<file path="src/rtl/tdes_pkg.sv">
// Shared definitions for the Triple-DES pass sequencer.
// Contents: default block/key widths, FSM state encoding, pass indices.
// Imported by tdes_sequencer and tdes_watchdog.
package tdes_pkg;

   localparam int DATA_W_DEF = 64;
   localparam int KEY_W_DEF  = 56;

   typedef enum logic [1:0] {
      ST_IDLE  = 2'd0,
      ST_ISSUE = 2'd1,
      ST_WAIT  = 2'd2,
      ST_OUT   = 2'd3
   } state_t;

   // Pass 0 and 2 use key1 with the requested mode; pass 1 uses key2 with the
   // inverted mode.
   localparam logic [1:0] PASS_OUTER0 = 2'd0;
   localparam logic [1:0] PASS_MID    = 2'd1;
   localparam logic [1:0] PASS_OUTER1 = 2'd2;

endpackage

</file>
<file path="src/rtl/tdes_watchdog.sv">
// Hang watchdog: counts cycles while enabled, flags expiry on the TIMEOUT-th.
// Ports: clr restarts the count, en counts (8-bit, saturating), expired is
// combinational and only asserted while en is high.
module tdes_watchdog
   import tdes_pkg::*;
#(
   parameter int TIMEOUT = 64
) (
   input  logic clk,
   input  logic rst_n,
   input  logic clr,
   input  logic en,
   output logic expired
);

   logic [7:0] cnt;

   always_ff @(posedge clk or negedge rst_n) begin
      if (!rst_n) begin
         cnt <= 8'd0;
      end else if (clr) begin
         cnt <= 8'd0;
      end else if (en && cnt != 8'hFF) begin
         cnt <= cnt + 8'd1;
      end
   end

   // cnt holds the number of completed enabled cycles, so the TIMEOUT-th
   // enabled cycle is the one where cnt == TIMEOUT-1.
   assign expired = en && (cnt == 8'(TIMEOUT - 1));

endmodule

</file>
<file path="src/rtl/tdes_sequencer.sv">
// Triple-DES pass sequencer driving one shared iterative DES core.
// Ports: host request stream (in_*), host result stream (out_*), status
// (busy, pass_idx) and the core interface (des_*). Encrypt = EDE, decrypt = DED.
module tdes_sequencer
   import tdes_pkg::*;
#(
   parameter int DATA_W  = DATA_W_DEF,
   parameter int KEY_W   = KEY_W_DEF,
   parameter int TIMEOUT = 64
) (
   input  logic              clk,
   input  logic              rst_n,
   input  logic              in_valid,
   output logic              in_ready,
   input  logic              in_e,
   input  logic [KEY_W-1:0]  in_key1,
   input  logic [KEY_W-1:0]  in_key2,
   input  logic [DATA_W-1:0] in_text,
   output logic              out_valid,
   input  logic              out_ready,
   output logic [DATA_W-1:0] out_text,
   output logic              out_err,
   output logic              busy,
   output logic [1:0]        pass_idx,
   output logic              des_start,
   output logic [DATA_W-1:0] des_in,
   output logic [KEY_W-1:0]  des_key,
   output logic              des_e,
   input  logic              des_done,
   input  logic [DATA_W-1:0] des_out
);

   state_t            state;
   logic [1:0]        pass;
   logic              e_q;
   logic [KEY_W-1:0]  key1_q;
   logic [KEY_W-1:0]  key2_q;
   logic [DATA_W-1:0] blk;
   logic              wd_expired;
   logic [1:0]        pass_nxt;

   assign in_ready = (state == ST_IDLE);
   assign busy     = (state != ST_IDLE);
   assign pass_idx = pass;
   assign pass_nxt = pass + 2'd1;

   tdes_watchdog #(.TIMEOUT(TIMEOUT)) u_watchdog (
      .clk     (clk),
      .rst_n   (rst_n),
      .clr     (state == ST_ISSUE),
      .en      (state == ST_WAIT),
      .expired (wd_expired)
   );

   // Core inputs are loaded on the edge that enters ISSUE, so des_start and
   // the matching des_in/des_key/des_e are all visible during the ISSUE cycle
   // and then held through WAIT.
   always_ff @(posedge clk or negedge rst_n) begin
      if (!rst_n) begin
         state     <= ST_IDLE;
         pass      <= PASS_OUTER0;
         e_q       <= 1'b0;
         key1_q    <= '0;
         key2_q    <= '0;
         blk       <= '0;
         des_start <= 1'b0;
         des_in    <= '0;
         des_key   <= '0;
         des_e     <= 1'b0;
         out_valid <= 1'b0;
         out_err   <= 1'b0;
         out_text  <= '0;
      end else begin
         case (state)
            ST_IDLE: begin
               if (in_valid) begin
                  e_q       <= in_e;
                  key1_q    <= in_key1;
                  key2_q    <= in_key2;
                  blk       <= in_text;
                  pass      <= PASS_OUTER0;
                  des_start <= 1'b1;
                  des_in    <= in_text;
                  des_key   <= in_key1;
                  des_e     <= in_e;
                  state     <= ST_ISSUE;
               end
            end
            ST_ISSUE: begin
               des_start <= 1'b0;
               state     <= ST_WAIT;
            end
            ST_WAIT: begin
               // A done in the expiry cycle still counts as success.
               if (des_done) begin
                  blk <= des_out;
                  if (pass == PASS_OUTER1) begin
                     pass      <= PASS_OUTER0;
                     out_valid <= 1'b1;
                     out_err   <= 1'b0;
                     out_text  <= des_out;
                     state     <= ST_OUT;
                  end else begin
                     pass      <= pass_nxt;
                     des_start <= 1'b1;
                     des_in    <= des_out;
                     des_key   <= (pass_nxt == PASS_MID) ? key2_q : key1_q;
                     des_e     <= (pass_nxt == PASS_MID) ? ~e_q : e_q;
                     state     <= ST_ISSUE;
                  end
               end else if (wd_expired) begin
                  // Abort without exposing any intermediate block.
                  pass      <= PASS_OUTER0;
                  out_valid <= 1'b1;
                  out_err   <= 1'b1;
                  out_text  <= '0;
                  state     <= ST_OUT;
               end
            end
            ST_OUT: begin
               if (out_ready) begin
                  // Scrub key material and data on leaving.
                  key1_q    <= '0;
                  key2_q    <= '0;
                  blk       <= '0;
                  des_key   <= '0;
                  des_in    <= '0;
                  out_valid <= 1'b0;
                  out_err   <= 1'b0;
                  out_text  <= '0;
                  state     <= ST_IDLE;
               end
            end
            default: state <= ST_IDLE;
         endcase
      end
   end

endmodule

</file>
<file path="config.mk">
export PLATFORM = sky130hd
export DESIGN_NAME = tdes_sequencer
export DESIGN_NICKNAME = d
export VERILOG_FILES = /design/src/rtl/tdes_pkg.sv /design/src/rtl/tdes_watchdog.sv /design/src/rtl/tdes_sequencer.sv
export SDC_FILE = /design/constraint.sdc
export NUM_CORES = 1
export LEC_CHECK = 0
export BUFFER_PORTS_ARGS = -buffer_cell sky130_fd_sc_hd__clkbuf_2
export CORE_MARGIN = 4
export CORE_UTILIZATION = 45
export DETAILED_ROUTE_END_ITERATION = 10
export PLACE_DENSITY = 0.81
export SLEW_MARGIN = 20
export SYNTH_ARGS = -nofsm -noshare
export SYNTH_HDL_FRONTEND = slang
export SYNTH_HIERARCHICAL = 1
export SYNTH_SLANG_ARGS = --single-unit
</file>
<file path="constraint.sdc">
create_clock -name clk -period 2.8 [get_ports clk]
set_clock_uncertainty 0.15 [all_clocks]
set_input_delay 0.42 -clock clk [delete_from_list [all_inputs] [get_ports clk]]
set_output_delay 0.42 -clock clk [all_outputs]
set_load 0.02 [all_outputs]
</file>
### Word level (Yosys, flattened, before mapping)

Index checks and enable logic that the tools add are counted.
W data, S select, Z words.

| cells by class | value |
|---|---|
| bitwise operators | 1 |
| mux-type cells | 48 |
| add/subtract/negate cells | 2 |
| reductions and logical operators | 18 |
| equality and inequality tests | 13 |

Operators with widths:

| kind | number |
|---|---|
| $mux W64 | 7 |
| $mux W56 | 6 |
| $pmux W56 S2 | 2 |
| $pmux W64 S3 | 1 |
| $pmux W56 S3 | 1 |
| $pmux W64 S2 | 1 |
| $mux W2 | 9 |
| $mux W8 | 2 |
| $mux W1 | 13 |
| $reduce_and A4 Y1 | 3 |
| $reduce_bool A2 Y1 | 5 |
| $reduce_and A3 Y1 | 3 |
| $add A8 B1 Y8 const B | 1 |
| $eq A8 B6 Y1 const B | 1 |
| $ne A2 B2 Y1 const B | 4 |
| $ne A8 B8 Y1 const B | 1 |
| $pmux W2 S4 | 1 |
| $eq A2 B2 Y1 const B | 3 |
| $ne A3 B3 Y1 const B | 2 |
| $pmux W1 S2 | 3 |
| $reduce_bool A3 Y1 | 2 |
| $reduce_and A5 Y1 | 1 |
| $eq A2 B1 Y1 const B | 2 |
| $pmux W2 S2 | 1 |
| 6 further kinds | 7 |

| storage, ports and cells | value |
|---|---|
| input bits | 246 |
| bits in registers | 313 |
| output and inout port bits | 192 |
| word-level logic and storage cells | 95 |

### Logic depth before layout (Yosys ltp)

Gate-level depths: netlist of the first run.

| logic depth | value |
|---|---|
| depth after elaboration | 6 |
| gate-level depth with buffers | 11 |
| mapped depth without buffers | 7 |

### Hierarchy

Netlist of the first run, hierarchy kept.

By module, submodules not included:

| module | seq. area each (µm²) | cells each | area an instance (µm²) | times used |
|---|---|---|---|---|
| tdes_sequencer | 7,632.3 | 1,176 | 13,275.2 | 1 |
| tdes_watchdog | 200.2 | 46 | 486.7 | 1 |

### Worst setup path after synthesis of the first run

OpenSTA, ideal clock, no wires.

| timing | value |
|---|---|
| kind | reg2reg |
| start point | register state[0] |
| end point | register out_err |
| stages on the path, launching flop included | 12 |
| buffers on the path | 5 |
| data required time | 2.529 ns |
| data arrival time | 2.384 ns |
| setup time | 0.121 ns |
| clock period less this slack | 2.655 ns |
| path slack | 0.145 ns |
| cells stage by stage | dfrtp_1 > buf_2 > nor2b_1 > buf_2 > buf_1 > nand2_1 > nor4_1 > nor2b_1 > a211oi_2 > buf_4 > buf_4 > a22o_1 |

| on the way | value |
|---|---|
| cells in the longest elaborated chain, start to end | 4 |
| elaborated cells on any way between the ends | 9 |
| those cells by class | eq/ne: 5; mux: 1; reduce/logical: 3 |

RTL lines:

| what | line | source |
|---|---|---|
| start: declaration | tdes_sequencer.sv:33 | `state_t state;` |
| start signal: assignment | tdes_sequencer.sv:60 | `state <= ST_IDLE;` |
| start signal: assignment | tdes_sequencer.sv:86 | `state <= ST_ISSUE;` |
| start signal: assignment | tdes_sequencer.sv:91 | `state <= ST_WAIT;` |
| $eq A2 B2 Y1 | tdes_sequencer.sv:51 | `.en (state == ST_WAIT),` |
| $logic_and A1 B1 Y1 | tdes_watchdog.sv:30 | `assign expired = en && (cnt == 8'(TIMEOUT - 1));` |
| named net wd_expired | tdes_sequencer.sv:39 | `logic wd_expired;` |
| $ne A3 B3 Y1 (no source line) | - |  |
| $reduce_and A4 Y1 (no source line) | - |  |
| end signal: assignment | tdes_sequencer.sv:71 | `out_err <= 1'b0;` |
| end signal: assignment | tdes_sequencer.sv:100 | `out_err <= 1'b0;` |
| end signal: assignment | tdes_sequencer.sv:115 | `out_err <= 1'b1;` |
| end: declaration | tdes_sequencer.sv:22 | `output logic out_err,` |

The timed path passes the listed nets, and every way through them passes these cells.
A chain may end at the register's enable or synchronous reset.

### Worst setup path in the final report of the first run

| timing | value |
|---|---|
| start point | register u_watchdog.cnt[0] |
| end point | register out_text[60] |

| on the way | value |
|---|---|
| cells in the longest elaborated chain, start to end | 4 |

RTL lines:

| what | line | source |
|---|---|---|
| start: declaration | tdes_watchdog.sv:16 | `logic [7:0] cnt;` |
| start signal: assignment | tdes_watchdog.sv:24 | `cnt <= cnt + 8'd1;` |
| $eq A8 B6 Y1 | tdes_watchdog.sv:30 |  |
| $logic_and A1 B1 Y1 | tdes_watchdog.sv:30 |  |
| named net wd_expired | tdes_sequencer.sv:39 |  |
| $ne A3 B3 Y1 (no source line) | - |  |
| $reduce_and A4 Y1 (no source line) | - |  |
| end signal: assignment | tdes_sequencer.sv:101 | `out_text <= des_out;` |
| end: declaration | tdes_sequencer.sv:21 | `output logic [DATA_W-1:0] out_text,` |

The timed path passes the listed nets, and every way through them passes these cells.

==> results.toml, run 1 <==
[outcome]
status = "finished clean"

[pwr]
p_int_mw = 13.5
seq_power_share = 0.339
p_leak_nw = 8.91
power_density_mw_per_mm2 = 1290
power_frac_comb = 0.470
ir_drop_mv = 0.702
sw_frac_of_total = 0.428
power_frac_clock = 0.191
switchingPower_mw = 10.1
finalPower_mw = 23.6

[global_routing]
grt_max_degree = 132
overflow = 0
grt_pass1_wl_mm = 72.4
antenna_found_initial = 5
grt_pass1_vias = 12900
track_usage = 0.270

[worst_hold_path]
hold_class = "input pin to flip-flop"

[finish]
design_area_mm2 = 0.0183
nNetsFinal = 1943
multiInputGateArea_mm2 = 0.00539
seqCellArea_mm2 = 0.00784
fin_cells = 2115
final_util = 0.613
drive_gt1_frac = 0.355
area_delta_synth_final_pct = 33.1
fillCellCount = 2390

[sta]
hold_viol_final = 0
period_minus_slack_ns = 2.62
worst_pin_slew_ns = 0.877
worst_slack_ns = 0.176
max_freq_mhz = 381
slew_violations = 0
rsz0062_at_grt = "no"
fin_crit_sh = 0.937
maxSlewHeadroom = 0.413
setup_viol = 0
holdWs_ns = 0.0159
tns_ns = 0

[logic_synthesis]
syn_avg_cell_area_um2 = 11.3
syn-num-nets = 1469
ys.flop_type = "dfrtp_1"
synth_cells = 1222
yosys_warnings = 6
synthDistinctLibCells = 47
syn_area_mm2 = 0.0138
yosysSeqAreaShare = 0.569
ys_ff_latch = 313
synth_edf_count = 0
ys_async_sr_fraction = 1.00

[setup_path]
required_ns = 3.08
crit_path_cell_trace = "ha_1, nand2_1, nor4_1, nor2b_1, a211oi_4, buf_12, a22o_1"
critical_path.top_delay_family = "compound AO/OA/AOI/OAI gates"
slowest_stage = "a211oi_4"
crit_path_end_kind = "flip-flop"
worstPathMaxFanout = 50
crit_buf_inv = 1
max_stage_delay_ns = 0.78
crit_type = "flip-flop to flip-flop"
start_kind = "flip-flop"
cp.arrival_ns = 2.90

[die]
die-width_um = 183
fp-row-count = 63
start_util = 0.461
core_area_mm2 = 0.0299
dieArea_mm2 = 0.0334
die_y_um = 183
io_pins = 438

[placed_design]
place.port_buffers = 437
gp_routability_congestion = 0.894
dp_hpwl_mm = 29.5
dpl_cell_area_mm2 = 0.0163
dpl.cell_count = 1961
dp_slack_ns = 0.202

[detailed_routing]
wl_mm = 46.9
drtPass1Iterations = 5
via_count = 12300
drc = 0
drt-vias-per-instance = 5.84
wl_per_cell_um = 22.2
antenna_left = 0
drt_iter0_markers = 956

[cts]
clock-sinks = 313
cts_root_buffer = "clkbuf_16"
ctsHtreeMaxLevel = 2
cts_setup_buffers = 0
clk_latency_ns = 0.50
clk_pin_slew_ns = 0.06
cts_buffer_depth = 3
cts_buffers = 34
cts_tree = "built"

[flow_run]
maxCapViolCount = 0
logic make-up (layout without fill, tap and decap cells):
kind of cell,after synthesis,count (layout),synth area share
AOI/OAI and AO/OA,561,561,0.260
xor gates and xnor gates,1,1,0.000637
adders and majority gates,1,1,0.000909
buffers and inverters,119,617,0.0440
DFF,313,313,0.569
muxes,62,62,0.0514
other,0,5,0
and+or+nand+nor,165,165,0.0739
worst reg2reg max path, stage by stage, from the launching register on:
cell      delay (ns)
dfrtp_1         0.42
ha_1            0.27
nand2_1         0.14
nor4_1          0.07
nor2b_1         0.17
a211oi_4        0.78
buf_12          0.34
a22o_1          0.21
Yosys cell counts, types with 2 or more instances:
master / instances / share of area
clkbuf_2: 7 / 0.0025
mux2i_1: 2 / 0.0015
a21oi_1: 225 / 0.082
buf_4: 16 / 0.0087
buf_6: 6 / 0.0049
a22o_1: 177 / 0.11
nor3_1: 2 / 0.00073
nand2b_1: 2 / 0.00091
and3_1: 3 / 0.0014
buf_1: 6 / 0.0016
nor2_1: 7 / 0.0019
inv_1: 3 / 0.00082
o21ai_1: 16 / 0.0058
a21oi_2: 12 / 0.0076
o21ai_0: 120 / 0.044
dfrtp_1: 313 / 0.57
nand4_1: 2 / 0.00091
clkbuf_1: 45 / 0.012
and4_1: 2 / 0.0013
nor2_2: 2 / 0.00091
mux2_4: 3 / 0.0033
mux2_2: 57 / 0.047
nand2_1: 10 / 0.0027
nor2b_1: 126 / 0.057
buf_2: 36 / 0.013
per-layer routing:
metal	wire length, um	vias up	part of all wire	global-route usage
li1	-	5413	-	-
met4	1960	0	0.042	0.119
met2	23400	693	0.50	0.454
met3	3980	129	0.085	0.0543
met5	0	-	0	0
met1	17500	6109	0.37	0.339
path summary, 6_finish.rpt:
path,start,endpoint,slack (ns),depth (start not counted)
min in group asynchronous,rst_n,des_key[36],0.31,2
worst max-delay path,u_watchdog/cnt[0],out_text[60],0.18,7
worst min-delay path,in_key1[36],key1_q[36],0.02,2
worst max register to register,u_watchdog/cnt[0],out_text[60],0.18,7
max in group asynchronous,rst_n,des_in[13],1.29,3
worst min register to register,key1_q[0],key1_q[0],0.34,1
sequential cells by signal, summed over array words and instances (netlist names):
signal / cells
out_text: 64
key1_q: 56
des_start: 1
u_watchdog/cnt: 8
e_q: 1
out_err: 1
des_in: 64
state: 2
key2_q: 56
pass_idx: 2
des_key: 56
des_e: 1
out_valid: 1
area by class of cell:
type | instances | area share
flip-flops and latches | 313 | 0.428
inverters | 3 | 0.000615
well taps | 390 | 0.0266
clock inverters | 14 | 0.00711
clock buffers | 46 | 0.0539
repair buffers | 554 | 0.189
diodes | 5 | 0.000683
multi-input cells | 790 | 0.294
power groups by stage:
| stage | clock network [mW] | logic [mW] | registers (mW) |
|---|---|---|---|
| floorplan | 0 | 5.69 | 9.32 |
| global placement | 0 | 10.6 | 7.92 |
| detailed placement | 0 | 10.9 | 7.96 |
| CTS | 4.60 | 11.0 | 7.94 |
| global route | 4.80 | 11.9 | 8.21 |
| finish | 4.51 | 11.1 | 8.00 |
layout by cell type, fill, tap and decap left out, drive strengths merged, types with 3 or more instances in the layout:
cell type    count
and3             4
a21oi          237
diode            5
nand2b           3
buf             29
nand2           10
o21ai          136
clkinv          10
dfrtp          313
dlygate4sd3     89
nor2b          127
a22o           177
nor2             9
clkbuf         482
mux2            60
inv              4
timing repair:
item | CTS | global route
resized for setup | 0 | 0
hold endpoints to repair | 149 | 0
hold buffers | 89 | 0
(Power assumes the default switching activity.)
==> run 2: changes to the inputs <==
--- a/config.mk
+++ b/config.mk
@@ -8,6 +8,7 @@
 export BUFFER_PORTS_ARGS = -buffer_cell sky130_fd_sc_hd__clkbuf_2
 export CORE_MARGIN = 4
 export CORE_UTILIZATION = 45
+export CTS_BUF_LIST = sky130_fd_sc_hd__clkbuf_8
 export DETAILED_ROUTE_END_ITERATION = 10
 export PLACE_DENSITY = 0.81
 export SLEW_MARGIN = 20
@@ -15,3 +16,4 @@
 export SYNTH_HDL_FRONTEND = slang
 export SYNTH_HIERARCHICAL = 1
 export SYNTH_SLANG_ARGS = --single-unit
+export TNS_END_PERCENT = 100
==> results.toml, run 2 (synthesized netlist as in run 1, its figures left out) <==
[outcome]
status = "finished clean"

[die]
die_y_um = 183
core_area_mm2 = 0.0299
die-width_um = 183
io_pins = 438
dieArea_mm2 = 0.0334
start_util = 0.461
fp-row-count = 63

[detailed_routing]
drt_iter0_markers = 1062
drtPass1Iterations = 5
antenna_left = 0
via_count = 13100
drt-vias-per-instance = 5.85
wl_per_cell_um = 22.3
drc = 0
wl_mm = 49.9

[cts]
postCtsResizedCells = 0
hold_buffers = 179
clk_pin_slew_ns = 0.06
ctsHtreeMaxLevel = 2
clock-sinks = 313
cts_setup_buffers = 0
clk_latency_ns = 0.57
cts_tree = "built"
cts_buffers = 52
cts_buffer_depth = 3
cts_root_buffer = "clkbuf_8"

[placed_design]
place.port_buffers = 437
dpl_cell_area_mm2 = 0.0163
dp_hpwl_mm = 29.5
gp_routability_congestion = 0.894

[setup_path]
crit_type = "flip-flop to flip-flop"
worstPathMaxFanout = 50
crit_path_end_kind = "flip-flop"
required_ns = 3.13
cp.arrival_ns = 2.98
reg2reg_depth = 7
r2r-start = "u_watchdog/cnt[0]"
startpoint = "u_watchdog/cnt[0]"
start_kind = "flip-flop"

[worst_hold_path]
hold_depth = 4
hp-start = "in_text[35]"
hold_class = "input pin to flip-flop"

[sta]
slew_violations = 0
period_minus_slack_ns = 2.65
tns_ns = 0
rsz0062_at_grt = "no"
fin_crit_sh = 0.946
maxSlewHeadroom = 0.415
worst_pin_slew_ns = 0.875
max_freq_mhz = 377
setup_viol = 0
hold_viol_final = 0

[finish]
final_cell_mix = "clkbuf_2 (436), dfrtp_1 (312), a21oi_1 (224)"
layout_commonest_cell = "clkbuf_2"
nNetsFinal = 2051
fillCellCount = 2181
area_delta_synth_final_pct = 39.3
top_regs = "des_in (64), out_text (64)"
drive_gt1_frac = 0.343
design_area_mm2 = 0.0192

[global_routing]
grt_pass1_vias = 13800
grt_pass1_wl_mm = 77.2
antenna_found_initial = 7
grt_max_degree = 132
track_usage = 0.287
overflow = 0

[pwr]
ir_drop_mv = 0.756
p_leak_nw = 9.34
power_density_mw_per_mm2 = 1230

[flow_run]
maxCapViolCount = 0
## run 2: cell types whose count changed in the layout (fill, tap and decap cells not counted), moves of 2 or more
| cell | previous run | this run |
|---|---|---|
| clkbuf_1 | 4 | 0 |
| inv_1 | 3 | 19 |
| clkbuf_8 | 7 | 67 |
| clkbuf_16 | 35 | 0 |
| dlygate4sd3_1 | 89 | 179 |
| diode_2 | 5 | 7 |
## run 2: layout make-up
class	count	area [um^2]	area share
timing repair buffer	644	4360	0.228
inverter	3	11.3	0.000587
sequential	313	7840	0.409
multi-input combinational	790	5390	0.281
clock buffer	67	922	0.0481
antenna	7	17.5	0.000914
tap	390	488	0.0255
clock inverter	27	146	0.00764
## run 2: routing by layer
metal  vias up  GRT usage  part of all wire
met1      6394      0.348              0.36
met4         0      0.142             0.048
li1       5654          -                 -
met3       158     0.0627             0.094
met5         -          0                 0
met2       898      0.486              0.49
## run 2: final timing paths
path	to	slack, ns
max	out_text[0]	0.15
min	des_in[35]	0.10
max reg2reg	out_text[0]	0.15
min reg2reg	key2_q[14]	0.34
max in group asynchronous	des_in[18]	1.32
min in group asynchronous	des_key[2]	0.27
## run 2: per-stage QoR
| step | hold WS, ns | setup WS (ns) | utilization | instances | total power, mW |
|---|---|---|---|---|---|
| after floorplan | -0.0256 | 0.145 | - | 1222 | 15.0 |
| after global placement | 0.261 | 0.326 | 0.545 | 1961 | 18.5 |
| after detailed placement | 0.275 | 0.202 | 0.545 | 1961 | 18.9 |
| after CTS | 0.0526 | 0.161 | 0.641 | 2234 | 23.2 |
| after global routing | 0.0887 | 0.0205 | 0.642 | 2241 | 24.8 |
| final | 0.103 | 0.150 | 0.642 | 2241 | 23.5 |
## run 2: critical path, stage by stage (launching register included)
cell and delay, ns:
dfrtp_1 0.42, ha_1 0.27, nand2_1 0.14, nor4_1 0.08
nor2b_1 0.17, a211oi_4 0.77, buf_12 0.34, a22o_1 0.18
## run 2: where the power goes
| group | switching (mW) | total [mW] | internal [mW] |
|---|---|---|---|
| clock network | 1.89 | 4.12 | 2.24 |
| logic | 7.08 | 11.3 | 4.26 |
| registers | 1.35 | 8.04 | 6.69 |
==> run 3: changes to the inputs <==
--- a/config.mk
+++ b/config.mk
@@ -7,10 +7,10 @@
 export LEC_CHECK = 0
 export BUFFER_PORTS_ARGS = -buffer_cell sky130_fd_sc_hd__clkbuf_2
 export CORE_MARGIN = 4
-export CORE_UTILIZATION = 45
+export CORE_UTILIZATION = 35
 export CTS_BUF_LIST = sky130_fd_sc_hd__clkbuf_8
 export DETAILED_ROUTE_END_ITERATION = 10
-export PLACE_DENSITY = 0.81
+export PLACE_DENSITY = 0.67
 export SLEW_MARGIN = 20
 export SYNTH_ARGS = -nofsm -noshare
 export SYNTH_HDL_FRONTEND = slang
==> results.toml, run 3 (synthesized netlist as in run 1, its figures left out) <==
[global_routing]
grt-busiest-layer = "met2"
overflow = 0
grt_pass1_wl_mm = 76.1
met2_usage = 0.372
grt_pass1_vias = 13300
track_usage = 0.227
met3_usage = 0.0524
grtUsageMet1 = 0.286
grt_max_degree = 114
antenna_found_initial = 3

[setup_path]
slowest_stage = "nor2_4"
crit_path_end_kind = "flip-flop"
max_stage_delay_ns = 0.79
worstPathMaxFanout = 75
required_ns = 3.19
crit_type = "flip-flop to flip-flop"
r2r-end = "key2_q[13]"
r2r-start = "state[1]"
r2r_slack_ns = 0.14
startpoint = "state[1]"
cp.arrival_ns = 3.06
reg2reg_depth = 5
crit_path_cell_trace = "buf_4, and3_1, nor2_4, buf_12, a22o_1"
start_kind = "flip-flop"

[sta]
tns_ns = 0
max_freq_mhz = 375
hold_viol_final = 0
worst_pin_slew_ns = 1.01
setup_viol = 0
rsz0062_at_grt = "no"
period_minus_slack_ns = 2.66
maxSlewHeadroom = 0.324
fin_crit_sh = 0.951
slew_violations = 0

[detailed_routing]
via_count = 12800
wl_mm = 50.2
drc = 0
antenna_left = 0
drt_iter0_markers = 906
drt-vias-per-instance = 5.38
drtPass1Iterations = 5
wl_per_cell_um = 21.1

[finish]
nNetsFinal = 2067
design_area_mm2 = 0.0195
final_cell_mix = "clkbuf_2 (436), dfrtp_1 (312), a21oi_1 (224)"
fin_cells = 2383
layout_commonest_cell = "clkbuf_2"
top_regs = "des_in (64), out_text (64)"
final_util = 0.503
area_delta_synth_final_pct = 41.7
drive_gt1_frac = 0.346

[pwr]
seq_power_share = 0.339
power_frac_clock = 0.188
power_density_mw_per_mm2 = 1210
sw_frac_of_total = 0.433
p_leak_nw = 9.43
p_int_mw = 13.4
ir_drop_mv = 0.605
power_frac_comb = 0.473
finalPower_mw = 23.6
switchingPower_mw = 10.2

[cts]
cts_buffers = 53
cts_buffer_depth = 3
clk_latency_ns = 0.61
clk_pin_slew_ns = 0.07
cts_tree = "built"
cts_setup_buffers = 0
clock-sinks = 313
postCtsResizedCells = 0
cts_root_buffer = "clkbuf_8"
ctsHtreeMaxLevel = 2

[worst_hold_path]
min_to = "des_in[51]"
hp-start = "in_text[51]"
hold_depth = 4
hold_class = "input pin to flip-flop"

[die]
die_y_um = 206
dieArea_mm2 = 0.0426
core_area_mm2 = 0.0387
die-width_um = 206
start_util = 0.355
io_pins = 438
fp-row-count = 72

[flow_run]
maxCapViolCount = 0

[placed_design]
dp_hpwl_mm = 31.4
dpl_cell_area_mm2 = 0.0165
gp_routability_congestion = 0.829
place.port_buffers = 437
dpl.cell_count = 2097

[outcome]
status = "finished clean"
run 3: cell count changes in the layout (fill, tap and decap cells not counted), sizes merged:
cell	delta
bufinv	+2
clkbuf	+2
clkinv	-1
buf	+8
clkinvlp	+1
diode	-5
dlygate4sd3	+6
a211oi	+1
run 3: how the worst max path moves through the flow:
stage,to,cells after the start,slack [ns]
after floorplan,out_err,11,0.14
after global placement,out_text[47],7,0.20
after detailed placement,out_text[31],7,0.13
after CTS,out_text[31],7,0.12
after global routing,out_text[45],7,0.001
final,key2_q[13],5,0.14
run 3: per-stage QoR:
stage	setup WS (ns)	hold slack, ns
2_1_floorplan	0.145	-0.0256
3_3_place_gp	0.197	0.297
3_5_place_dp	0.133	0.307
4_1_cts	0.118	0.000678
5_1_grt	0.00104	0.0482
6_report	0.137	0.0605
run 3: final cells by class:
class | count | area (um^2)
repair buffers | 658 | 4440
inverters | 3 | 11.3
flip-flops and latches | 313 | 7840
clock inverters | 29 | 204
fillers | 3386 | 19200
diodes | 2 | 5.00
multi-input cells | 791 | 5400
clock buffers | 69 | 950
well taps | 518 | 648
run 3: critical path, delay by kind of cell (launching register included):
family                 cells  cell delay [ns]
AND/OR/NAND/NOR            2             1.04
buffers and inverters      2             0.57
AO/OA/AOI/OAI              1             0.21
flip-flops                 1             0.53
run 3: per-layer routing:
layer  routed length [um]  up-vias
li1                     -     5678
met1                20300     6378
met2                23700      644
met3                 4080      122
met4                 2070        2
met5                   11        -
run 3: timing repair:
action / in CTS / in global routing
hold endpoints to repair: 302 / 0
setup endpoints to repair: 0 / 13
hold buffers: 185 / 0
run 3: power groups by stage:
stage	Sequential (mW)	Combinational (mW)	Clock, mW
2_1_floorplan	9.32	5.69	0
3_3_place_gp	7.96	10.7	0
3_5_place_dp	8.00	10.9	0
4_1_cts	7.96	11.2	4.55
5_1_grt	8.22	12.0	4.75
6_report	8.00	11.2	4.42
